### config.mk
export PLATFORM = sky130hd
export DESIGN_NAME = spi_controller
export DESIGN_NICKNAME = d
export VERILOG_FILES = /design/src/rtl/spi_controller.sv
export SDC_FILE = /design/constraint.sdc
export NUM_CORES = 1
export LEC_CHECK = 0
export BUFFER_PORTS_ARGS = -buffer_cell sky130_fd_sc_hd__buf_2
export CAP_MARGIN = 30
export CORE_MARGIN = 2
export CORE_UTILIZATION = 60
export DETAILED_ROUTE_END_ITERATION = 10
export PLACE_DENSITY = 0.83
export RECOVER_POWER = 50
export SYNTH_ARGS = -nofsm -noshare
export SYNTH_HDL_FRONTEND = slang
export SYNTH_SLANG_ARGS = --single-unit
### constraint.sdc
create_clock -name iclk -period 2.35 [get_ports iclk]
set_clock_uncertainty 0.05 [all_clocks]
set_input_delay 0.1175 -clock iclk [delete_from_list [all_inputs] [get_ports iclk]]
set_output_delay 0.1175 -clock iclk [all_outputs]
set_load 0.02 [all_outputs]
### src/rtl/spi_controller.sv
// spi_controller: SPI master for 16-bit register frames.
//   Each frame shifts out {rw, addr[6:0], wdata[7:0]} MSB first while sampling
//   poci, then holds sclk low for GAP_CYCLES cycles so the peripheral resets.
// Ports:
//   iclk          internal clock, all logic on the rising edge
//   rst           synchronous active-high reset
//   start         frame request, sampled only in IDLE
//   rw            1 = write, 0 = read (latched on accept)
//   addr[6:0]     register address (latched on accept)
//   wdata[7:0]    write data (latched on accept)
//   poci          serial data from the peripheral
//   sclk          serial clock to the peripheral
//   pico          serial data to the peripheral
//   busy          high from the cycle after accept until the frame ends
//   done          one-cycle completion pulse (state is IDLE in that cycle)
//   rdata[7:0]    last read byte
module spi_controller #(
   parameter int unsigned CLK_DIV    = 4,
   parameter int unsigned GAP_CYCLES = 16
) (
   input  logic       iclk,
   input  logic       rst,
   input  logic       start,
   input  logic       rw,
   input  logic [6:0] addr,
   input  logic [7:0] wdata,
   input  logic       poci,
   output logic       sclk,
   output logic       pico,
   output logic       busy,
   output logic       done,
   output logic [7:0] rdata
);

   localparam int unsigned DIV_W = (CLK_DIV > 1) ? $clog2(CLK_DIV) : 1;
   localparam int unsigned GAP_W = (GAP_CYCLES > 1) ? $clog2(GAP_CYCLES) : 1;
   localparam logic [DIV_W-1:0] DIV_LAST = DIV_W'(CLK_DIV - 1);
   localparam logic [GAP_W-1:0] GAP_LAST = GAP_W'(GAP_CYCLES - 1);

   typedef enum logic [1:0] {
      ST_IDLE  = 2'd0,
      ST_SHIFT = 2'd1,
      ST_GAP   = 2'd2
   } state_t;

   state_t           r_state;
   logic [15:0]      r_tx;
   logic [7:0]       r_rx;        // only the last 8 samples (rises 9-16) are ever used
   logic             r_rw;
   logic             r_sclk;
   logic             r_busy;
   logic             r_done;
   logic [7:0]       r_rdata;
   logic [DIV_W-1:0] r_div_cnt;
   logic [4:0]       r_edge_cnt;  // sclk edges taken so far in the frame (32 per frame)
   logic [GAP_W-1:0] r_gap_cnt;

   logic w_div_hit;
   logic w_gap_hit;

   assign w_div_hit = (r_div_cnt == DIV_LAST);
   assign w_gap_hit = (r_gap_cnt == GAP_LAST);

   // pico is the TX MSB; the register empties to zero after 16 shifts,
   // so pico is naturally 0 in GAP and IDLE.
   assign sclk  = r_sclk;
   assign pico  = r_tx[15];
   assign busy  = r_busy;
   assign done  = r_done;
   assign rdata = r_rdata;

   // Frame sequencer: IDLE -> SHIFT -> GAP -> IDLE
   always_ff @(posedge iclk) begin
      if (rst) begin
         r_state    <= ST_IDLE;
         r_tx       <= 16'h0000;
         r_rx       <= 8'h00;
         r_rw       <= 1'b0;
         r_sclk     <= 1'b0;
         r_busy     <= 1'b0;
         r_done     <= 1'b0;
         r_rdata    <= 8'h00;
         r_div_cnt  <= '0;
         r_edge_cnt <= 5'd0;
         r_gap_cnt  <= '0;
      end else begin
         r_done <= 1'b0;
         unique case (r_state)
            ST_IDLE: begin
               if (start) begin
                  r_tx       <= {rw, addr, wdata};
                  r_rw       <= rw;
                  r_rx       <= 8'h00;
                  r_busy     <= 1'b1;
                  r_sclk     <= 1'b0;
                  r_div_cnt  <= '0;
                  r_edge_cnt <= 5'd0;
                  r_state    <= ST_SHIFT;
               end
            end

            ST_SHIFT: begin
               if (w_div_hit) begin
                  r_div_cnt  <= '0;
                  r_sclk     <= ~r_sclk;
                  r_edge_cnt <= r_edge_cnt + 5'd1;
                  if (!r_sclk) begin
                     // rising edge: capture peripheral data
                     r_rx <= {r_rx[6:0], poci};
                  end else begin
                     // falling edge: present next bit; 16th fall ends the shift phase
                     r_tx <= {r_tx[14:0], 1'b0};
                     if (r_edge_cnt == 5'd31) begin
                        r_gap_cnt <= '0;
                        r_state   <= ST_GAP;
                     end
                  end
               end else begin
                  r_div_cnt <= r_div_cnt + DIV_W'(1);
               end
            end

            ST_GAP: begin
               if (w_gap_hit) begin
                  r_busy  <= 1'b0;
                  r_done  <= 1'b1;
                  r_state <= ST_IDLE;
                  if (!r_rw) begin
                     r_rdata <= r_rx;
                  end
               end else begin
                  r_gap_cnt <= r_gap_cnt + GAP_W'(1);
               end
            end

            default: begin
               r_state <= ST_IDLE;
            end
         endcase
      end
   end

endmodule
# After elaboration in Yosys (flattened, before gate mapping)
# Cells that the tools add are included.
[op_classes]
n_reduce_logical = 14
n_addsub = 3
n_bitwise = 3
mux = 32
eq_ne = 12
[ops]
columns = ["cell", "count"]
rows = [
  ["$mux 16", 3],
  ["$pmux 16 s2", 1],
  ["$mux 8", 3],
  ["$mux 4", 4],
  ["$pmux 8 s2", 1],
  ["$mux 2", 7],
  ["$ne 2x2->1 const B", 7],
  ["$mux 5", 2],
  ["$pmux 5 s2", 1],
  ["$reduce_and 5->1", 2],
  ["$reduce_and 3->1", 3],
  ["$pmux 4 s2", 1],
  ["$reduce_and 4->1", 2],
  ["$pmux 2 s3", 1],
  ["$reduce_bool 2->1", 3],
  ["$add 5x1->5 const B", 1],
  ["$eq 5x5->1 const B", 1],
  ["$mux 1", 5],
  ["$add 4x1->4 const B", 1],
  ["$eq 2x2->1 const B", 2],
  ["$eq 4x4->1 const B", 1],
  ["$pmux 1 s2", 2],
  ["$pmux 2 s2", 1],
  ["$reduce_and 2->1", 2],
  ["5 further kinds", 7],
]
[word_totals]
out_inout_bits = 12
wordCells = 75
reg_bits = 49

# Logic depth before layout (Yosys ltp)
[depth]
ltp_word = 5
mapped_depth = 7

# Worst setup path after synthesis
# OpenSTA, ideal clock, no wires.
[synth_timing]
kind = "register to register"
from = "register r_div_cnt[0]"
to = "register r_edge_cnt[3]"
slack_ns = 0.789
synth_period_minus_slack_ns = 1.561
setup_ns = 0.086
arrival_time_ns = 1.425
path_stages_with_launch = 6
path_cell_list = "dfxtp_1 ha_1 buf_2 mux2i_1 or4_1 a211oi_1"
[synth_between]
elab_chain_cells = 3
[synth_rtl]
columns = ["element", "line_no", "source"]
rows = [
  ["start: declaration", "54", "logic [DIV_W-1:0] r_div_cnt;"],
  ["start signal: assignment", "119", "r_div_cnt <= r_div_cnt + DIV_W'(1);"],
  ["$eq 2x2->1", "61", "assign w_div_hit = (r_div_cnt == DIV_LAST);"],
  ["$ne 2x2->1 (no source line)", "--", ""],
  ["$reduce_and 3->1 (no source line)", "--", ""],
  ["end signal: assignment", "106", "r_edge_cnt <= r_edge_cnt + 5'd1;"],
  ["end: declaration", "55", "logic [4:0] r_edge_cnt;"],
]
# No other way between the ends.
# A chain may end at the register's enable or synchronous reset.

# Worst setup path in the final report
[layout_timing]
from = "register r_state[1]"
to = "register r_tx[14]"
[layout_between]
elab_chain_cells = 3
word_cells_on_any_way = 8
[layout_rtl]
columns = ["element", "line_no", "source"]
rows = [
  ["start: declaration", "46", "state_t r_state;"],
  ["start signal: assignment", "75", "r_state <= ST_IDLE;"],
  ["start signal: assignment", "98", "r_state <= ST_SHIFT;"],
  ["start signal: assignment", "115", "r_state <= ST_GAP;"],
  ["$eq 2x1->1 / $logic_not 2->1 (equally long branches)", "88", "unique case (r_state)"],
  ["$ne 2x2->1 (no source line) / $reduce_bool 2->1 (equally long branches)", "--", ""],
  ["$reduce_and 4->1 (no source line)", "--", ""],
  ["end signal: assignment", "91", "r_tx <= {rw, addr, wdata};"],
  ["end signal: assignment", "112", "r_tx <= {r_tx[14:0], 1'b0};"],
  ["end: declaration", "47", "logic [15:0] r_tx;"],
]
# Parallel ways exist; a longest one is shown, timed or not.

==> metrics.cfg <==
[outcome]
status = completed

[worst_setup_path]
worstSetupPathType = flip-flop to flip-flop
end_kind = flip-flop
critical_path_arrival_ns = 2.02
critPathLaunchType = flip-flop
required_ns = 2.46
path_max_fanout = 20

[power_and_ir_drop]
power_leakage_nw = 0.9064
ir_drop_uv = 478.3
p_per_area_mw_per_mm2 = 683.9

[global_route]
first_global_vias = 1560
grt_overflow = 0
grt_max_degree = 42
grt.total_usage = 0.2146
antenna_found_initial = 0
grt_pass1_wl_mm = 7.134

[detailed_routing]
remaining_drc_errors = 0
vias_per_cell = 5.949
drt_iter0_markers = 125
num_vias = 1743
dr.pass1.iters = 4
postRouteWirelength_mm = 4.240
wl_per_cell_um = 14.47
drtAntennaViolNets = 0

[run]
drv_cap = 0

[timing]
timing.setup.tns_ns = 0
min_period_over_period = 0.8130
rsz0062_at_grt = no
setup_violations = 0
worstMarginPinSlew_ns = 1.029
hold_viol = 0
slew_violations = 0
fin_crit_ns = 1.911
max_freq_ghz = 0.5234
relSlewSlack = 0.3109

[floorplanning]
num_io_pins = 32
fp.coreArea_mm2 = 0.003606
die_area_mm2 = 0.004191
die_h_um = 64.74
start_util = 0.6138
die_width_um = 64.74
row_count = 22

[yosys]
netlist_instances = 226
yosysSeqAreaShare = 0.4432
synthArstFlopShare = 0
synth_area_mm2 = 0.002213
yosysTopAreaCellShare = 0.4432
synth_most_common_cell = dfxtp_1
ys.warnings.count = 0
synth.distinct_cells = 39
synth_area_per_cell_um2 = 9.794
yosys-top-cells-area = dfxtp_1 44%, mux2i_1 7.2%, a211oi_1 5.8%
netlist_top_cells_count = 49 x dfxtp_1, 18 x nor3_1, 17 x a211oi_1
synth_largest_area_cell = dfxtp_1
synth_edf_count = 0
synth_nets = 250
ys.flop_type = dfxtp_1
synth_seq_cells = 49

[finish]
area_growth_pct = 8.083
n_antenna_cell = 0
post_route_cells_drive_above_1_share = 0.1755
fin_nets = 268
stdcell_area_mm2 = 0.002392

[clock_network]
cts.sinks = 49
clock_path_buffers = 2
insertion_delay_ns = 0.30
post_cts_buffers = 0
cts_resized = 0
holdBufCountCts = 0
cts-root-buf = clkbuf_8
htreeDepth = 2
path_clk_slew_ns = 0.09
numCtsBuffers = 5
cts_tree = done

[hold_path]
hp-class = input pin to flip-flop

[placement]
dpl.hpwl_mm = 2.819
dpl-instance-area_mm2 = 0.002300
io_buffers = 31
gp_congestion = 0.7848

## critical path, stage by stage, from the launching register on
cell and delay (ns):
dfxtp_1 0.68, nand2b_1 0.18, clkbuf_2 0.46, mux2i_1 0.30, a211oi_1 0.10
## metal layers
layer	wire, um	part of all wire	global-route usage
met2	1912	0.45	0.3222
met5	0	0	0
met1	2132	0.50	0.3037
met4	34	0.0080	0.07979
met3	161	0.038	0.04340
## per-stage QoR
| stage | setup WS [ns] | power, W | hold slack [ns] | util | instances |
|---|---|---|---|---|---|
| 6_report | 0.4395 | 0.001636 | 0.002610 | 0.6634 | 293 |
| 5_1_grt | 0.2199 | 0.001710 | 0.0008113 | 0.6634 | 293 |
| 4_1_cts | 0.4976 | 0.001649 | 0.004656 | 0.6711 | 293 |
| 3_5_place_dp | 0.5094 | 0.001043 | 0.3218 | 0.6378 | 285 |
| 3_3_place_gp | 0.5378 | 0.001040 | 0.3091 | 0.6378 | 285 |
| 2_1_floorplan | 0.7894 | 0.001012 | 0.2035 | - | 226 |
## registers in the layout, summed over array words and instances, names as in the netlist
name	cells
busy	1
r_div_cnt	2
sclk	1
r_rw	1
done	1
r_edge_cnt	5
rdata	8
r_tx	16
r_gap_cnt	4
r_rx	8
r_state	2
## logic make-up (layout without fill, tap and decap cells)
family / after synthesis / count (layout) / share of synthesized area
simple gates: 73 / 73 / 0.2046
compound gates: 57 / 57 / 0.1775
flops: 49 / 49 / 0.4432
buf+inv: 25 / 44 / 0.07180
mux: 16 / 16 / 0.07236
fa+ha+maj: 4 / 4 / 0.02261
xor+xnor: 2 / 2 / 0.007916
## placed cells by master, fill, tap and decap left out, types with 6 or more instances in the layout
| master | n |
|---|---|
| buf_2 | 19 |
| nor4_1 | 8 |
| nand2_1 | 7 |
| mux2i_1 | 16 |
| a31o_2 | 8 |
| nand2b_1 | 10 |
| clkbuf_1 | 13 |
| clkbuf_8 | 6 |
| a21oi_1 | 11 |
| nand3_1 | 7 |
| dfxtp_1 | 49 |
| nor3_1 | 18 |
| o22ai_1 | 10 |
| a211oi_1 | 17 |
## report_power, final
part | switching, W | internal (W)
Clock | 0.000269 | 0.000346
Sequential | 0.0000220 | 0.000858
Combinational | 0.0000778 | 0.0000628
Total | 0.000369 | 0.00127
## cell type report
class	count	area (um2)
inverter	2	7.507
clock buffer	6	82.58
clock inverter	2	37.54
fill	306	1214
timing repair buffer	34	156.4
tap	48	60.06
multi-input combinational	152	1067
sequential	49	980.9
## worst paths after layout
check | cells past startpoint | start | slack, ns | to
setup / recovery | 4 | r_state[1]$_SDFFE_PP0P_ | 0.44 | r_tx[14]$_SDFFE_PP0P_
hold / removal | 3 | wdata[0] | 0.003 | r_tx[0]$_SDFFE_PP0P_
setup reg to reg | 4 | r_state[1]$_SDFFE_PP0P_ | 0.44 | r_tx[14]$_SDFFE_PP0P_
hold reg to reg | 2 | r_tx[0]$_SDFFE_PP0P_ | 0.42 | r_tx[0]$_SDFFE_PP0P_
Note: power is estimated with default switching activity, not from simulation.
